[src/rtl/enabled_register.sv]
// rtl/enabled_register.sv - SIZE-bit load-enabled register, async active-low reset; optional synchronous clear under REGISTER_CLEAR_EN
module enabled_register #(
  parameter int unsigned     SIZE        = 32,
  parameter logic [SIZE-1:0] RESET_VALUE = {SIZE{1'b0}}
) (
  input  logic            clk,
  input  logic            rst_n,
  output logic [SIZE-1:0] z,
  input  logic [SIZE-1:0] d,
  input  logic            enable
`ifdef REGISTER_CLEAR_EN
  ,
  input  logic            clear
`endif
);

  // Storage flop: reset wins, then clear (when built in), then load, else hold
  always_ff @(posedge clk or negedge rst_n) begin
    if (!rst_n) begin
      z <= RESET_VALUE;
    end
`ifdef REGISTER_CLEAR_EN
    else if (clear) begin
      z <= RESET_VALUE;
    end
`endif
    else if (enable) begin
      z <= d;
    end
  end

endmodule

[config.mk]
export PLATFORM = sky130hd
export DESIGN_NAME = enabled_register
export DESIGN_NICKNAME = d
export VERILOG_FILES = /design/src/rtl/enabled_register.sv
export SDC_FILE = /design/constraint.sdc
export NUM_CORES = 1
export LEC_CHECK = 0
export CELL_PAD_IN_SITES_DETAIL_PLACEMENT = 1
export CELL_PAD_IN_SITES_GLOBAL_PLACEMENT = 1
export CORE_ASPECT_RATIO = 0.8
export CORE_MARGIN = 10
export CORE_UTILIZATION = 50
export DETAILED_ROUTE_END_ITERATION = 6
export DONT_BUFFER_PORTS = 1
export PLACE_DENSITY_LB_ADDON = 0.1
export SETUP_SLACK_MARGIN = 0.1
export SLEW_MARGIN = 20
export SYNTH_ARGS = -nofsm -noshare
export SYNTH_HDL_FRONTEND = slang
export SYNTH_SLANG_ARGS = --single-unit
[constraint.sdc]
create_clock -name clk -period 2.14 [get_ports clk]
set_input_delay 0.428 -clock clk [delete_from_list [all_inputs] [get_ports clk]]
set_output_delay 0.428 -clock clk [all_outputs]
set_load 0.1 [all_outputs]
==> flow_summary.yaml <==
clock_network:
  cts-htree-levels: 2
  cts_buffers: 5
  cts-root-buf: "clkbuf_4"
  cts_buffer_depth: 2
  cts_tree: "done"
  post_cts_buffers: 0
  clock-sinks: 32
  clock_latency_ns: 0.32
  path_clk_slew_ns: 0.10
placement:
  dp_cells: 100
  dp_hpwl_mm: 1.964
  gp_congestion: 0.5795
  port_buffers: 0
  place_area_mm2: 0.001319
finish:
  nets: 108
  stdcell_count: 110
  regMostFlops: "z"
  largest_reg_flops: 32
  diodes: 0
  fin_area_mm2: 0.001408
  largestRegisters: "z (32)"
  drive_gt1_frac: 0.5270
  area_growth_pct: 4.651
status:
  status: "completed"
flow_run:
  drv_cap: 0
logic_synthesis:
  syn-instance-count: 68
  yosysWarnings: 0
  synth-edff-count: 0
  yosysMostFrequentCell: "dfrtp_1"
  synthesis.area_mm2: 0.001345
  yosys.area.top_type: "dfrtp_1"
  synth_area_leaders: "dfrtp_1, mux2_4, buf_12"
  ys_seq_elements: 32
  synth_cell_types: 5
  synth.avg_cell_area_um2: 19.78
  yosys_most_used_dff: "dfrtp_1"
  ys_seq_area_frac: 0.5953
  async_reset_ff_frac: 1.000
  synth_top_area_share: 0.5953
  synth.top_cells.by_count: "dfrtp_1, mux2_4, buf_12"
  syn_nets: 103
drt:
  first_pass_iters: 2
  drc: 0
  ant_nets: 0
  vias_per_cell: 5.436
  vias: 598
  wl_mm: 2.706
  drt_iter0_drc: 39
  routedWlPerCell_um: 24.60
power_and_ir_drop:
  ir_worst_vdd_uv: 504.7
  power.switching_mw: 0.7237
  power.density_mw_per_mm2: 1160
  sequentialPowerShare: 0.710
  p_sw_frac: 0.4430
  power_mw: 1.633
  p_clk_frac: 0.215
  p_int_mw: 0.9098
  p_leak_nw: 0.6745
  power_frac_comb: 0.074
critical_path:
  r2r_start: "z[14]$_DFFE_PN0P_"
  cp-end-kind: "output port"
  cp.required_ns: 1.71
  start_kind: "flip-flop"
  r2r-end: "z[14]$_DFFE_PN0P_"
  ff2ff_setup_slack_ns: 0.82
  crit_type: "reg2out"
  cp.arrival_ns: 1.29
  worstPathMaxFanout: 2
  reg2regPathDepth: 1
sta:
  hold_viol_final: 0
  finalSetupViolCount: 0
  final.setup.tns_ns: 0
  finalClockSkew_ns: 0
  max-slew-margin-rel: 0.3802
  tightestPinTransition_ns: 0.9297
  whs_ns: 0.2368
  max_freq_ghz: 0.5818
  post-route-period-util: 0.8032
  rsz0062_at_grt: "false"
  maxSlewViolCount: 0
  period_needed_ns: 1.719
global_routing:
  track_usage: 0.1086
  grt_max_degree: 33
  first_global_vias: 697
  antenna_found_initial: 0
  grt_remaining_overflow: 0
  grt_pass1_wl_mm: 4.167
min_path:
  min_path_cells: 1
  hold_path_end: "z[16]$_DFFE_PN0P_"
  worstHoldStart: "d[16]"
  hold_class: "in2reg"
floorplan:
  num_rows: 16
  die_w_um: 77.99
  die-area_mm2: 0.005177
  start_util: 0.5375
  die_h_um: 66.39
  core_area_mm2: 0.002502
  ios: 67
==> power groups by stage <==
stage                     registers, mW  logic [mW]  clock network, mW
final                              1.16       0.122              0.352
after global routing               1.17       0.131              0.403
after CTS                          1.16       0.124              0.370
after detailed placement           1.18       0.105                  0
after global placement             1.18       0.102                  0
after floorplan                    1.16       0.126                  0
==> final cells by class <==
class                           count  area, um^2
Fill cell                         228        1095
Sequential cell                    32       800.8
Multi-Input combinational cell     32       473.0
Clock buffer                        8       58.81
Tap cell                           36       45.04
Timing Repair Buffer                2       30.03
==> layer usage <==
metal  GRT usage  share of wire
met2      0.1674           0.48
met1      0.1082           0.35
met3     0.07609           0.15
met5           0              0
met4     0.06027          0.016
==> worst max path at each step <==
stage,from,endpoint,slack [ns],depth (start not counted)
global route,z[16]$_DFFE_PN0P_,z[16],0.36,0
detailed placement,z[5]$_DFFE_PN0P_,z[5],0.77,0
global placement,z[26]$_DFFE_PN0P_,z[26],0.77,0
CTS,z[16]$_DFFE_PN0P_,z[16],0.39,0
finish,z[22]$_DFFE_PN0P_,z[22],0.42,0
floorplan,z[0]$_DFFE_PN0P_,z[0],0.81,0
==> layout by cell type, fill, tap and decap left out, drive strengths merged <==
cell type,instances
clkbuf,8
mux2,32
dlygate4sd3,1
dfrtp,32
buf,1
==> through the flow <==
step | util | setup WS (ns)
3_3_place_gp | 0.5270 | 0.7733
6_report | 0.5625 | 0.4212
3_5_place_dp | 0.5270 | 0.7703
4_1_cts | 0.5625 | 0.3937
5_1_grt | 0.5625 | 0.3615
2_1_floorplan | - | 0.8144
==> what timing repair did <==
item	CTS	global route
hold buffers	2	0
gates resized for setup	0	0
endpoints found under the hold margin	32	0
==> cells by family (layout without fill, tap and decap cells) <==
kind of cell / Yosys count / after routing / share of synthesized area
buffers and inverters: 4 / 10 / 0.05302
DFF: 32 / 32 / 0.5954
muxes: 32 / 32 / 0.3516
Power figures use the tool's default switching activity.
